## src/rtl/fft_pkg.sv

```systemverilog
// Shared constants and types for the FFT sample input path.
package fft_pkg;

    localparam int DATA_W    = 32;
    localparam int FRAME_LEN = 8;
    localparam int IDX_W     = 3;

    typedef enum logic [1:0] {
        IDLE   = 2'd0,
        STREAM = 2'd1,
        DRAIN  = 2'd2
    } state_t;

    typedef logic [DATA_W-1:0] sample_t;

endpackage

```

## src/rtl/fifo_frame_reader_if.sv

```systemverilog
// FIFO read port plus FFT-side sample stream of the frame reader.
interface fifo_frame_reader_if #(
    parameter int DATA_W = fft_pkg::DATA_W,
    parameter int IDX_W  = fft_pkg::IDX_W
);

    logic              en;
    logic              fifo_empty;
    logic [DATA_W-1:0] fifo_data;
    logic              fifo_rd;
    logic [DATA_W-1:0] data_out;
    logic              valid;
    logic              ready;
    logic              last;
    logic [IDX_W-1:0]  sample_idx;
    logic              busy;

    modport master (
        input  en,
        input  fifo_empty,
        input  fifo_data,
        input  ready,
        output fifo_rd,
        output data_out,
        output valid,
        output last,
        output sample_idx,
        output busy
    );

    modport slave (
        output en,
        output fifo_empty,
        output fifo_data,
        output ready,
        input  fifo_rd,
        input  data_out,
        input  valid,
        input  last,
        input  sample_idx,
        input  busy
    );

endinterface

```

## src/rtl/fifo_rd_skid.sv

```systemverilog
// Two-entry buffer that lands FIFO read data one cycle after the strobe
// and always presents the oldest word at head.
module fifo_rd_skid #(
    parameter int DATA_W = fft_pkg::DATA_W
) (
    input  logic              clk,
    input  logic              rst,
    input  logic              wr_en,
    input  logic [DATA_W-1:0] wr_data,
    input  logic              rd_en,
    output logic [DATA_W-1:0] head,
    output logic [1:0]        count
);

    logic [DATA_W-1:0] mem [2];
    logic              wr_ptr;
    logic              rd_ptr;

    always_ff @(posedge clk or posedge rst) begin
        if (rst) begin
            mem[0] <= '0;
            mem[1] <= '0;
            wr_ptr <= 1'b0;
        end else if (wr_en) begin
            mem[wr_ptr] <= wr_data;
            wr_ptr      <= ~wr_ptr;
        end
    end

    always_ff @(posedge clk or posedge rst) begin
        if (rst) begin
            rd_ptr <= 1'b0;
        end else if (rd_en) begin
            rd_ptr <= ~rd_ptr;
        end
    end

    // The reader never writes into a full buffer unless the head leaves in the same cycle.
    always_ff @(posedge clk or posedge rst) begin
        if (rst) begin
            count <= 2'd0;
        end else begin
            count <= count + {1'b0, wr_en} - {1'b0, rd_en};
        end
    end

    assign head = mem[rd_ptr];

endmodule

```

## src/rtl/fifo_frame_reader.sv

```systemverilog
// Read side of the sample FIFO: issues FIFO reads, lands data in a 2-entry skid buffer
// and streams it to the FFT input tagged with its position in the frame.
module fifo_frame_reader #(
    parameter int DATA_W    = fft_pkg::DATA_W,
    parameter int FRAME_LEN = fft_pkg::FRAME_LEN,
    parameter int IDX_W     = fft_pkg::IDX_W
) (
    input  logic                clk,
    input  logic                rst,
    fifo_frame_reader_if.master bus
);
    import fft_pkg::*;

    localparam logic [IDX_W-1:0] LAST_IDX = IDX_W'(FRAME_LEN - 1);

    state_t            state;
    state_t            state_nxt;
    logic              inflight;
    logic [1:0]        count;
    logic [DATA_W-1:0] head;
    logic [IDX_W-1:0]  idx;
    logic              xfer;
    logic              pending;
    logic [2:0]        occupancy;

    assign xfer    = bus.valid & bus.ready;
    assign pending = (count != 2'd0) | inflight;

    // Buffered plus in-flight words, less the one leaving now; a new read must still fit.
    assign occupancy   = {1'b0, count} + {2'b00, inflight} - {2'b00, xfer};
    assign bus.fifo_rd = bus.en & ~bus.fifo_empty & (occupancy < 3'd2) & ~rst;

    fifo_rd_skid #(
        .DATA_W (DATA_W)
    ) skid (
        .clk     (clk),
        .rst     (rst),
        .wr_en   (inflight),
        .wr_data (bus.fifo_data),
        .rd_en   (xfer),
        .head    (head),
        .count   (count)
    );

    always_ff @(posedge clk or posedge rst) begin
        if (rst) begin
            inflight <= 1'b0;
        end else begin
            inflight <= bus.fifo_rd;
        end
    end

    // Frame position only moves on an accepted sample; EN never touches it.
    always_ff @(posedge clk or posedge rst) begin
        if (rst) begin
            idx <= '0;
        end else if (xfer) begin
            idx <= (idx == LAST_IDX) ? '0 : idx + IDX_W'(1);
        end
    end

    always_ff @(posedge clk or posedge rst) begin
        if (rst) begin
            state <= IDLE;
        end else begin
            state <= state_nxt;
        end
    end

    always_comb begin
        state_nxt = state;
        case (state)
            IDLE: begin
                if (bus.en) begin
                    state_nxt = STREAM;
                end
            end
            STREAM: begin
                if (!bus.en) begin
                    state_nxt = pending ? DRAIN : IDLE;
                end
            end
            DRAIN: begin
                if (bus.en) begin
                    state_nxt = STREAM;
                end else if (!pending) begin
                    state_nxt = IDLE;
                end
            end
            default: begin
                state_nxt = IDLE;
            end
        endcase
    end

    assign bus.valid      = (count != 2'd0);
    assign bus.data_out   = head;
    assign bus.sample_idx = idx;
    assign bus.last       = bus.valid & (idx == LAST_IDX);
    assign bus.busy       = (state != IDLE);

endmodule

```

## src/flat_wrapper.sv

```systemverilog
// flat-port wrapper written by rule: the top's interface ports become plain ports
module fifo_frame_reader_flat import fft_pkg::*;
#(
    parameter int DATA_W    = fft_pkg::DATA_W,
    parameter int FRAME_LEN = fft_pkg::FRAME_LEN,
    parameter int IDX_W     = fft_pkg::IDX_W
)
  (clk, rst, bus_en, bus_fifo_empty, bus_fifo_data, bus_ready, bus_fifo_rd, bus_data_out, bus_valid, bus_last, bus_sample_idx, bus_busy);
  fifo_frame_reader_if #(.DATA_W(DATA_W), .IDX_W(IDX_W)) bus_i ();
  input  logic clk;
  input  logic rst;
  input wire logic [$bits(bus_i.en)-1:0] bus_en;
  input wire logic [$bits(bus_i.fifo_empty)-1:0] bus_fifo_empty;
  input wire logic [$bits(bus_i.fifo_data)-1:0] bus_fifo_data;
  input wire logic [$bits(bus_i.ready)-1:0] bus_ready;
  output wire logic [$bits(bus_i.fifo_rd)-1:0] bus_fifo_rd;
  output wire logic [$bits(bus_i.data_out)-1:0] bus_data_out;
  output wire logic [$bits(bus_i.valid)-1:0] bus_valid;
  output wire logic [$bits(bus_i.last)-1:0] bus_last;
  output wire logic [$bits(bus_i.sample_idx)-1:0] bus_sample_idx;
  output wire logic [$bits(bus_i.busy)-1:0] bus_busy;
  assign bus_i.en = bus_en;
  assign bus_i.fifo_empty = bus_fifo_empty;
  assign bus_i.fifo_data = bus_fifo_data;
  assign bus_i.ready = bus_ready;
  assign bus_fifo_rd = bus_i.fifo_rd;
  assign bus_data_out = bus_i.data_out;
  assign bus_valid = bus_i.valid;
  assign bus_last = bus_i.last;
  assign bus_sample_idx = bus_i.sample_idx;
  assign bus_busy = bus_i.busy;
  fifo_frame_reader #(.DATA_W(DATA_W), .FRAME_LEN(FRAME_LEN), .IDX_W(IDX_W)) u_core (.clk(clk), .rst(rst), .bus(bus_i));
endmodule
```

## config.mk

```make
export PLATFORM = sky130hd
export DESIGN_NAME = fifo_frame_reader_flat
export DESIGN_NICKNAME = d
export VERILOG_FILES = /design/src/rtl/fft_pkg.sv /design/src/rtl/fifo_frame_reader_if.sv /design/src/rtl/fifo_rd_skid.sv /design/src/rtl/fifo_frame_reader.sv /design/src/flat_wrapper.sv
export SDC_FILE = /design/constraint.sdc
export NUM_CORES = 1
export LEC_CHECK = 0
export CAP_MARGIN = 10
export CORE_MARGIN = 2
export CORE_UTILIZATION = 45
export CTS_CLUSTER_SIZE = 8
export DETAILED_ROUTE_END_ITERATION = 10
export PLACE_DENSITY = 0.75
export SYNTH_ARGS = -nofsm -noshare
export SYNTH_HDL_FRONTEND = slang
export SYNTH_HIERARCHICAL = 1
export SYNTH_SLANG_ARGS = --single-unit
```

## constraint.sdc

```tcl
create_clock -name clk -period 5.42 [get_ports clk]
set_clock_uncertainty 0.05 [all_clocks]
set_input_delay 0.813 -clock clk [delete_from_list [all_inputs] [get_ports clk]]
set_output_delay 0.813 -clock clk [all_outputs]
set_load 0.005 [all_outputs]
```

==> impl_metrics.csv <==
group,metric,value,unit
die,coreArea,7210,um^2
yosys,synthArstFlopShare,100,%
placement,io_buffers,75,
setup_path,crit_path_start_kind,"input pin",
yosys,yosysSeqAreaShare,55.7,%
setup_path,required,4.56,ns
finish,post-route-cell-area,4320,um^2
flow_run,drv_cap,0,
setup_path,crit_fanout,4,
finish,area_growth,29.8,%
yosys,syn-cell-area,3320,um^2
drt,vias_per_cell,4.96,
setup_path,reg2reg_depth,7,
timing,setup-tns-final,0,ns
clock_tree,cts_resized,0,
global_route,grt_max_degree,69,
setup_path,worst_path_most_repeated_cell,"clkdlybuf4s50_1",
setup_path,path_cells,"clkdlybuf4s50_1, o21ai_2, inv_1, ha_1, nand2b_1, fa_1, nand4bb_1, nor2_1, clkdlybuf4s50_1",
clock_tree,cts_tree,"built",
setup_path,critPathArrivalTime,3.15,ns
drt,dr.first_iter.drc_count,34,
placement,dpl_worst_slack,1.41,ns
clock_tree,path_clk_slew,0.07,ns
placement,globalplace.congestion,0.694,
clock_tree,hold_buffers,0,
setup_path,slowest_delay,0.52,ns
pwr,powerDensity,578,nW/um^2
placement,dp_hpwl,3960,um
clock_tree,htreeDepth,3,
die,num_rows,31,
clock_tree,ctsRootBufferMaster,"clkbuf_8",
timing,maxSlewViolCount,0,
die,die_w,90.0,um
timing,fmax,249,MHz
yosys,synthFlopType,"dfrtp_1",
setup_path,crit_buf_inv,3,
yosys,netlist.top_cell.by_area,"dfrtp_1",
clock_tree,cts_buffers,9,
timing,grt_setup_unrepaired,"no",
pwr,power.leakage,1.84,nW
clock_tree,cts_buffer_depth,2,
drt,routedWlPerCell,15.2,um
yosys,synthTopCellsByCount,"mux2_2, dfrtp_1, mux2_4",
setup_path,r2r_start,"u_core/skid/count[1]",
setup_path,crit_slowest_cell,"clkdlybuf4s50_1",
min_path,hp-start,"u_core/skid/mem[25]",
timing,tightest_slew,1.04,ns
pwr,ir_drop,0.000274,V
setup_path,worstSetupPathType,"in2out",
min_path,hold_class,"reg2reg",
setup_path,cp_top_family,"buffers and inverters",
drt,finalWirelength,6050,um
die,die_area,8090,um^2
die,die_h,90.0,um
drt,dr.pass1.iters,3,
global_route,grt_use_total,16.2,%
min_path,hold-path-endpoint,"u_core/skid/mem[25]",
die,io_pins,76,
finish,nets,337,
clock_tree,clk_latency,0.33,ns
min_path,whs_path_depth,1,
yosys,ys_warn_count,6,
clock_tree,cts_setup_buffers,0,
global_route,antenna_found_initial,0,
timing,fin_ws,1.40,ns
timing,setup_viol_count_final,0,
yosys,ys_ff_latch,74,
finish,drive_above_1_share,39.5,%
yosys,synth_cell_type_count,23,
timing,fin_crit_sh,74.1,%
yosys,ys_top_cells_by_area,"dfrtp_1, mux2_2, mux2_4",
setup_path,r2r_setup_slack,3.28,ns
drt,drtAntennaViolNets,0,
global_route,grt-ovfl-total,0,
setup_path,end_kind,"output port",
drt,vias,1974,
timing,fin_crit,4.02,ns
yosys,synth_top_area_share,55.7,%
global_route,grt_pass1_wl,10400,um
setup_path,worst_r2r_endpoint,"u_core/inflight",
timing,relSlewSlack,30.4,%
yosys,synth_nets,259,
global_route,first_global_vias,2137,
die,start_util,46.1,%
run_status,status,"finished, final reports clean",
drt,drc_errors,0,
clock_tree,cts_sinks,74,
yosys,synth_edf_count,0,
finish,num_antenna_cells,0,
yosys,postSynthCellCount,216,
yosys,post-synth-top-count-cell,"mux2_2",
yosys,syn_area_per_cell,15.4,um^2
timing,hold_viol_final,0,
placement,dpl_cell_area,4150,um^2
==> final cells by class <==
| class | count | area, um^2 |
|---|---|---|
| clock inverter | 5 | 30.0 |
| clock buffer | 11 | 141 |
| inverter | 6 | 22.5 |
| multi-input combinational | 125 | 1370 |
| fill | 619 | 2900 |
| timing repair buffer | 78 | 773 |
| tap | 99 | 124 |
| sequential | 74 | 1850 |
==> registers in the layout, summed over array words and instances, names as in the netlist <==
name,cells
u_core/skid/wr_ptr,1
u_core/skid/mem,64
u_core/skid/count,2
u_core/bus.sample_idx,3
u_core/skid/rd_ptr,1
u_core/state,2
u_core/inflight,1
==> power by group <==
group,switching [W],internal [W]
logic,0.000351,0.000800
clock network,0.000194,0.000176
registers,0.000148,0.000827
==> per-stage QoR <==
stage | utilization, % | total power (W) | instances | hold slack [ns]
after CTS | 59.8 | 0.00253 | 398 | 0.453
after detailed placement | 57.5 | 0.00215 | 382 | 0.438
after floorplan | - | 0.00160 | 216 | 0.411
final | 59.8 | 0.00250 | 398 | 0.453
after global routing | 59.8 | 0.00268 | 398 | 0.469
after global placement | 57.5 | 0.00212 | 382 | 0.431
==> cell usage in the layout (no fill, tap or decap), drive strengths merged, types with 2 or more instances in the layout <==
cell type,synthesis,final
nor2b,2,2
nor3,2,2
buf,11,3
inv,6,6
xnor2,3,3
clkinv,0,3
dfrtp,74,74
mux2,99,99
ha,5,5
or2,2,2
xor2,3,3
nor2,2,2
clkbuf,0,11
clkinvlp,0,2
clkdlybuf4s50,0,75
==> cell families (layout without fill, tap and decap cells) <==
family,count (synthesis),after routing,share of synthesized area [%]
and+or+nand+nor,12,12,2.11
adders and majority gates,6,6,2.48
DFF,74,74,55.7
AOI/OAI and AO/OA,2,2,0.489
muxes,99,99,34.4
buffers and inverters,17,100,3.20
xor gates and xnor gates,6,6,1.58
==> per-layer routing <==
layer	track usage, %	up-vias	share of wire (%)
met4	4.62	0	1.0
li1	-	920	-
met5	0	-	0
met3	5.36	6	4.8
met1	21.9	995	47
met2	25.3	53	47
==> how the worst max path moves through the flow <==
stage	startpoint	endpoint	slack, ns	cells past startpoint
final	bus_ready	bus_fifo_rd	1.40	9
after global routing	bus_ready	bus_fifo_rd	1.27	9
after CTS	bus_ready	bus_fifo_rd	1.39	9
after detailed placement	bus_ready	bus_fifo_rd	1.41	9
after global placement	bus_ready	bus_fifo_rd	1.44	9
after floorplan	bus_ready	bus_fifo_rd	2.44	7
Power figures use the tool's default switching activity.
